File: src/rtl/imem_loader.sv
// imem_loader: boot-time program loader. Receives a framed byte stream
// (16-bit word count, little-endian payload, XOR checksum), writes the
// assembled 32-bit words to instruction memory from address 0 and keeps
// the CPU in reset until a checksum-verified program is in place.
module imem_loader #(
    parameter int ADDR_WIDTH = 8
) (
    input  logic                  clk,
    input  logic                  reset,
    input  logic                  start,
    input  logic                  in_valid,
    output logic                  in_ready,
    input  logic [7:0]            in_data,
    output logic                  mem_we,
    output logic [ADDR_WIDTH-1:0] mem_addr,
    output logic [31:0]           mem_wdata,
    output logic                  cpu_reset,
    output logic                  done,
    output logic                  error
);

    typedef enum logic [2:0] {
        S_IDLE = 3'd0,
        S_LEN0 = 3'd1,
        S_LEN1 = 3'd2,
        S_DATA = 3'd3,
        S_CSUM = 3'd4,
        S_RUN  = 3'd5,
        S_ERR  = 3'd6
    } state_t;

    // Running-checksum step: fold one payload byte into the accumulator.
    function automatic logic [7:0] csum_step(input logic [7:0] acc, input logic [7:0] b);
        return acc ^ b;
    endfunction

    state_t                state_r;
    state_t                state_nx_s;
    logic                  in_ready_r;
    logic                  cpu_reset_r;
    logic                  done_r;
    logic                  error_r;
    logic                  ready_nx_s;
    logic                  mem_we_r;
    logic [ADDR_WIDTH-1:0] mem_addr_r;
    logic [31:0]           mem_wdata_r;
    logic [7:0]            len_lo_r;
    logic [15:0]           last_idx_r;
    logic [15:0]           word_idx_r;
    logic [1:0]            byte_idx_r;
    logic [23:0]           stage_r;
    logic [7:0]            csum_r;

    logic                  hs_s;
    logic [15:0]           len_s;
    logic                  len_ok_s;
    logic                  last_byte_s;

    assign hs_s        = in_valid && in_ready_r;
    assign len_s       = {in_data, len_lo_r};
    // Zero-length and over-capacity programs are rejected; exactly 2^ADDR_WIDTH fits.
    assign len_ok_s    = (len_s != 16'd0) && ({1'b0, len_s} <= (17'd1 << ADDR_WIDTH));
    assign last_byte_s = (byte_idx_r == 2'd3) && (word_idx_r == last_idx_r);

    assign in_ready  = in_ready_r;
    assign cpu_reset = cpu_reset_r;
    assign done      = done_r;
    assign error     = error_r;
    assign mem_we    = mem_we_r;
    assign mem_addr  = mem_addr_r;
    assign mem_wdata = mem_wdata_r;

    // Next-state decode; status outputs are derived from the next state so they register cleanly.
    always_comb begin
        state_nx_s = state_r;
        case (state_r)
            S_IDLE: begin
                if (start) state_nx_s = S_LEN0;
                else       state_nx_s = S_IDLE;
            end
            S_LEN0: begin
                if (hs_s) state_nx_s = S_LEN1;
                else      state_nx_s = S_LEN0;
            end
            S_LEN1: begin
                if (hs_s) state_nx_s = len_ok_s ? S_DATA : S_ERR;
                else      state_nx_s = S_LEN1;
            end
            S_DATA: begin
                if (hs_s && last_byte_s) state_nx_s = S_CSUM;
                else                     state_nx_s = S_DATA;
            end
            S_CSUM: begin
                if (hs_s) state_nx_s = (in_data == csum_r) ? S_RUN : S_ERR;
                else      state_nx_s = S_CSUM;
            end
            S_RUN, S_ERR: begin
                if (start) state_nx_s = S_LEN0;
                else       state_nx_s = state_r;
            end
            default: state_nx_s = S_IDLE;
        endcase
        ready_nx_s = (state_nx_s == S_LEN0) || (state_nx_s == S_LEN1) ||
                     (state_nx_s == S_DATA) || (state_nx_s == S_CSUM);
    end

    // State register and registered status outputs.
    always_ff @(posedge clk) begin
        if (!reset) begin
            state_r     <= S_IDLE;
            in_ready_r  <= 1'b0;
            cpu_reset_r <= 1'b1;
            done_r      <= 1'b0;
            error_r     <= 1'b0;
        end else begin
            state_r     <= state_nx_s;
            in_ready_r  <= ready_nx_s;
            cpu_reset_r <= (state_nx_s != S_RUN);
            done_r      <= (state_nx_s == S_RUN);
            error_r     <= (state_nx_s == S_ERR);
        end
    end

    // Datapath: length capture, byte-lane staging, checksum and the one-cycle write strobe.
    always_ff @(posedge clk) begin
        if (!reset) begin
            mem_we_r    <= 1'b0;
            mem_addr_r  <= '0;
            mem_wdata_r <= 32'd0;
            len_lo_r    <= 8'd0;
            last_idx_r  <= 16'd0;
            word_idx_r  <= 16'd0;
            byte_idx_r  <= 2'd0;
            stage_r     <= 24'd0;
            csum_r      <= 8'd0;
        end else begin
            mem_we_r <= 1'b0;
            case (state_r)
                S_LEN0: begin
                    if (hs_s) len_lo_r <= in_data;
                end
                S_LEN1: begin
                    if (hs_s) begin
                        last_idx_r <= len_s - 16'd1;
                        word_idx_r <= 16'd0;
                        byte_idx_r <= 2'd0;
                        csum_r     <= 8'd0;
                    end
                end
                S_DATA: begin
                    if (hs_s) begin
                        csum_r     <= csum_step(csum_r, in_data);
                        byte_idx_r <= byte_idx_r + 2'd1;
                        case (byte_idx_r)
                            2'd0: stage_r[7:0]   <= in_data;
                            2'd1: stage_r[15:8]  <= in_data;
                            2'd2: stage_r[23:16] <= in_data;
                            2'd3: begin
                                mem_we_r    <= 1'b1;
                                mem_addr_r  <= word_idx_r[ADDR_WIDTH-1:0];
                                mem_wdata_r <= {in_data, stage_r};
                                word_idx_r  <= word_idx_r + 16'd1;
                            end
                            default: stage_r <= stage_r;
                        endcase
                    end
                end
                default: ;
            endcase
        end
    end

endmodule

File: config.mk
export PLATFORM = sky130hd
export DESIGN_NAME = imem_loader
export DESIGN_NICKNAME = d
export VERILOG_FILES = /design/src/rtl/imem_loader.sv
export SDC_FILE = /design/constraint.sdc
export NUM_CORES = 1
export LEC_CHECK = 0
export ABC_AREA = 1
export CAP_MARGIN = 20
export CORE_MARGIN = 4
export CORE_UTILIZATION = 35
export CTS_CLUSTER_DIAMETER = 40
export DETAILED_ROUTE_END_ITERATION = 10
export PLACE_DENSITY = 0.67
export SLEW_MARGIN = 20
export SYNTH_ARGS = -nofsm -noshare
export SYNTH_HDL_FRONTEND = slang
export SYNTH_SLANG_ARGS = --single-unit
File: constraint.sdc
create_clock -name clk -period 1.4 [get_ports clk]
set_input_delay 0.21 -clock clk [delete_from_list [all_inputs] [get_ports clk]]
set_output_delay 0.21 -clock clk [all_outputs]
set_load 0.005 [all_outputs]
==> results.tsv, run 1 <==
stage	metric	value	unit
placed_design	io_buffers	56	
finish	multiInputGateArea	2750	µm²
die	die_w	131	µm
placed_design	hpwlAfterDp	9780	µm
pwr	power.leakage	3.65	nW
finish	seqCellArea	2480	µm²
placed_design	dp_cells	1040	
critical_path	path_buf_inv	3	
critical_path	crit_required	1.71	ns
clock_network	cts_buffers	17	
finish	final_layout_size_suffix_gt1_share	32.0	%
logic_synthesis	synth-seq-area-share	46.4	%
finish	fin_nets	925	
grt	grtUsageTotal	19.2	%
pwr	pwr-share-seq	40.8	%
routing	drc	0	
routing	routed_wl	15800	µm
logic_synthesis	synth_top_cell_area_share	46.4	%
timing	fmax	0.625	GHz
die	die_h	131	µm
timing	slew_violations	0	
logic_synthesis	yosysTopAreaCell	dfxtp_1	
die	core_area	14600	µm²
clock_network	cts_num_sinks	122	
logic_synthesis	synth_area	5260	µm²
timing	whs	0.227	ns
finish	area_growth	56.5	%
clock_network	cts_tree	yes	
logic_synthesis	synth_cell_types	31	
routing	drt_iter0_drc	337	
grt	grt_pass1_vias	5307	
grt	grt_max_degree	86	
die	start_util	35.9	%
logic_synthesis	synth.avg_cell_area	7.26	µm²
clock_network	worstSkewPairLatency	0.41	ns
clock_network	cts-root-buf	clkbuf_16	
timing	tightest_slew	0.328	ns
pwr	p_int	0.00659	W
finish	final_cell_mix	buf_4, nand2_1, dfxtp_1	
pwr	p_comb_share	8.6	%
critical_path	max_stage_delay	0.31	ns
routing	vias	5370	
logic_synthesis	syn_nets	744	
finish	final_common_cell	buf_4	
critical_path	crit_type	reg2reg	
routing	first_pass_iters	7	
grt	gr-total-overflow	0	
timing	setup_slack	-0.200	ns
logic_synthesis	synthTopCellsByArea	dfxtp_1, o21ai_0, nand2_1, a21oi_1, inv_1	
critical_path	start_kind	flop	
routing	wl_per_cell	14.3	µm
critical_path	crit_path_end_kind	flop	
clock_network	htree_levels	4	
grt	antenna_found_initial	0	
pwr	pwr_density_cell	1050	nW/µm²
placed_design	gp_congestion	0.890	
timing	setup_violations	87	
finish	final_cells	1102	
die	ios	57	
critical_path	cp_data_arrival_time	1.91	ns
routing	avgViaCountPerCell	4.87	
critical_path	worstPathCellList	inv_2 -> ha_4 -> inv_2 -> nor3_4 -> nand2_1 -> nand2_1 -> nand3_2 -> a21oi_2 -> o21ai_2 -> buf_4 -> nor2_1 -> nor2_1	
finish	nFillCells	1273	
timing	finalClockSkew	0.00606	ns
pwr	switching_share	23.6	%
pwr	switchingPower	0.00203	W
logic_synthesis	netlist_instances	725	
pwr	p_clk_share	50.5	%
pwr	vdd_ir_drop_max	0.860	mV
grt	grt_pass1_wl	25800	µm
timing	rsz0062_at_grt	true	
critical_path	cp_max_fo	2	
flow_run	maxCapViolCount	0	
clock_network	holdBufCountCts	0	
clock_network	clk_pin_slew	0.06	ns
hold_path	hold_class	in2reg	
critical_path	path_delay_family	simple AND/OR/NAND/NOR gates	
die	fp-row-count	44	
logic_synthesis	yosysWarnings	0	
timing	slew_headroom	77.9	%
outcome	violations	setup timing	
timing	period_share	114	%
die	die_area	17100	µm²
critical_path	crit_slowest_cell	dfxtp_1	
timing	finalCriticalPeriod	1.60	ns
logic_synthesis	synth-seq-cells	122	
routing	antenna_left	0	
outcome	outcome	finished, violations left	
clock_network	clockBufferDepth	2	
timing	hold_viol	0	
finish	antennaDiodeCount	0	
## per-stage QoR
step | setup TNS, ns | worst slack (ns) | power [W] | utilization, % | instance area, µm²
CTS | -8.47 | -0.211 | 0.00859 | 54.4 | 7960
global placement | -34.12 | -0.484 | 0.00421 | 46.4 | 6790
finish | -10.43 | -0.200 | 0.00862 | 56.2 | 8230
global route | -19.33 | -0.364 | 0.00890 | 56.2 | 8230
floorplan | -0.351 | -0.0470 | 0.00389 | - | 5300
detailed placement | -35.68 | -0.506 | 0.00421 | 46.4 | 6790
## power by group through the flow
stage	Sequential [W]	Clock (W)	Combinational, W
after floorplan	0.00359	0	0.000300
after global placement	0.00360	0	0.000611
after detailed placement	0.00360	0	0.000610
after CTS	0.00352	0.00439	0.000672
after global routing	0.00352	0.00456	0.000817
final	0.00352	0.00436	0.000743
## final timing paths
check	startpoint	slack [ns]	to	depth (start not counted)
setup / recovery	len_lo_r[0]$_SDFFE_PN0P_	-0.20	in_ready$_SDFF_PN0_	12
hold / removal	reset	0.23	word_idx_r[4]$_SDFFE_PN0P_	5
setup reg to reg	len_lo_r[0]$_SDFFE_PN0P_	-0.20	in_ready$_SDFF_PN0_	12
hold reg to reg	stage_r[9]$_SDFFE_PN0P_	0.45	mem_wdata[9]$_SDFFE_PN0P_	2
## cell families (layout without fill, tap and decap cells)
kind of cell | Yosys count | in the layout | share of synthesized area (%)
compound gates | 194 | 194 | 18.9
xor+xnor | 17 | 17 | 2.83
fa+ha+maj | 7 | 7 | 1.67
buf+inv | 123 | 316 | 9.04
flops | 122 | 122 | 46.4
simple gates | 262 | 262 | 21.2
## what timing repair did
item                       4_1_cts  5_1_grt
buffers inserted                19        6
cloned                           7        0
pin swaps                       24       20
resized for setup              135       74
setup endpoints to repair      128      113
hold endpoints to repair         0        0
## cell usage after synthesis
library cell,n
inv_2,1
buf_1,1
and2_1,1
buf_4,1
nor2_1,80
or2_4,1
xnor2_1,11
nor3_2,1
nor2_2,1
nand2_1,123
inv_1,90
o21ai_0,94
or2_2,1
clkbuf_1,22
xor2_1,6
nand3_1,28
nor4_1,1
a31oi_1,6
a21oi_1,90
nor3_1,12
o21ai_1,1
ha_1,7
buf_2,8
nor2_4,2
nand2_4,2
a221oi_1,2
dfxtp_1,122
nand4_2,1
nand2_2,2
nand4_1,6
o21bai_2,1
## registers in the layout (all words and copies together) (netlist names), 3 cells and up
signal / flops
csum_r: 8
last_idx_r: 16
word_idx_r: 16
state_r: 3
len_lo_r: 8
stage_r: 24
mem_wdata: 32
mem_addr: 8
## per-layer routing
metal	part of all wire [%]	global-route usage, %
met1	45	24.7
met2	47	30.6
met3	5.4	5.81
met4	2.8	6.78
met5	0	0
## final cells by class
cell class | instances | share of cell area [%]
Clock buffer | 21 | 5.72
Clock inverter | 10 | 1.41
Inverter | 91 | 4.30
Multi-Input combinational cell | 480 | 33.5
Sequential cell | 122 | 30.1
Tap cell | 184 | 2.80
Timing Repair Buffer | 194 | 22.2
## worst reg2reg max path, stage by stage (launching register included)
cell	delay, ns
dfxtp_1	0.31
inv_2	0.08
ha_4	0.13
inv_2	0.04
nor3_4	0.14
nand2_1	0.07
nand2_1	0.08
nand3_2	0.12
a21oi_2	0.17
o21ai_2	0.08
buf_4	0.14
nor2_1	0.09
nor2_1	0.05
Power figures use the tool's default switching activity.
==> run 2: changes to the inputs <==
--- a/config.mk
+++ b/config.mk
@@ -9,7 +9,7 @@
 export CAP_MARGIN = 20
 export CORE_MARGIN = 4
 export CORE_UTILIZATION = 35
-export CTS_CLUSTER_DIAMETER = 40
+export CTS_CLUSTER_DIAMETER = 60
 export DETAILED_ROUTE_END_ITERATION = 10
 export PLACE_DENSITY = 0.67
 export SLEW_MARGIN = 20
==> results of run 2 <==
Final layout, timing and power as in run 1 (identical DEF).
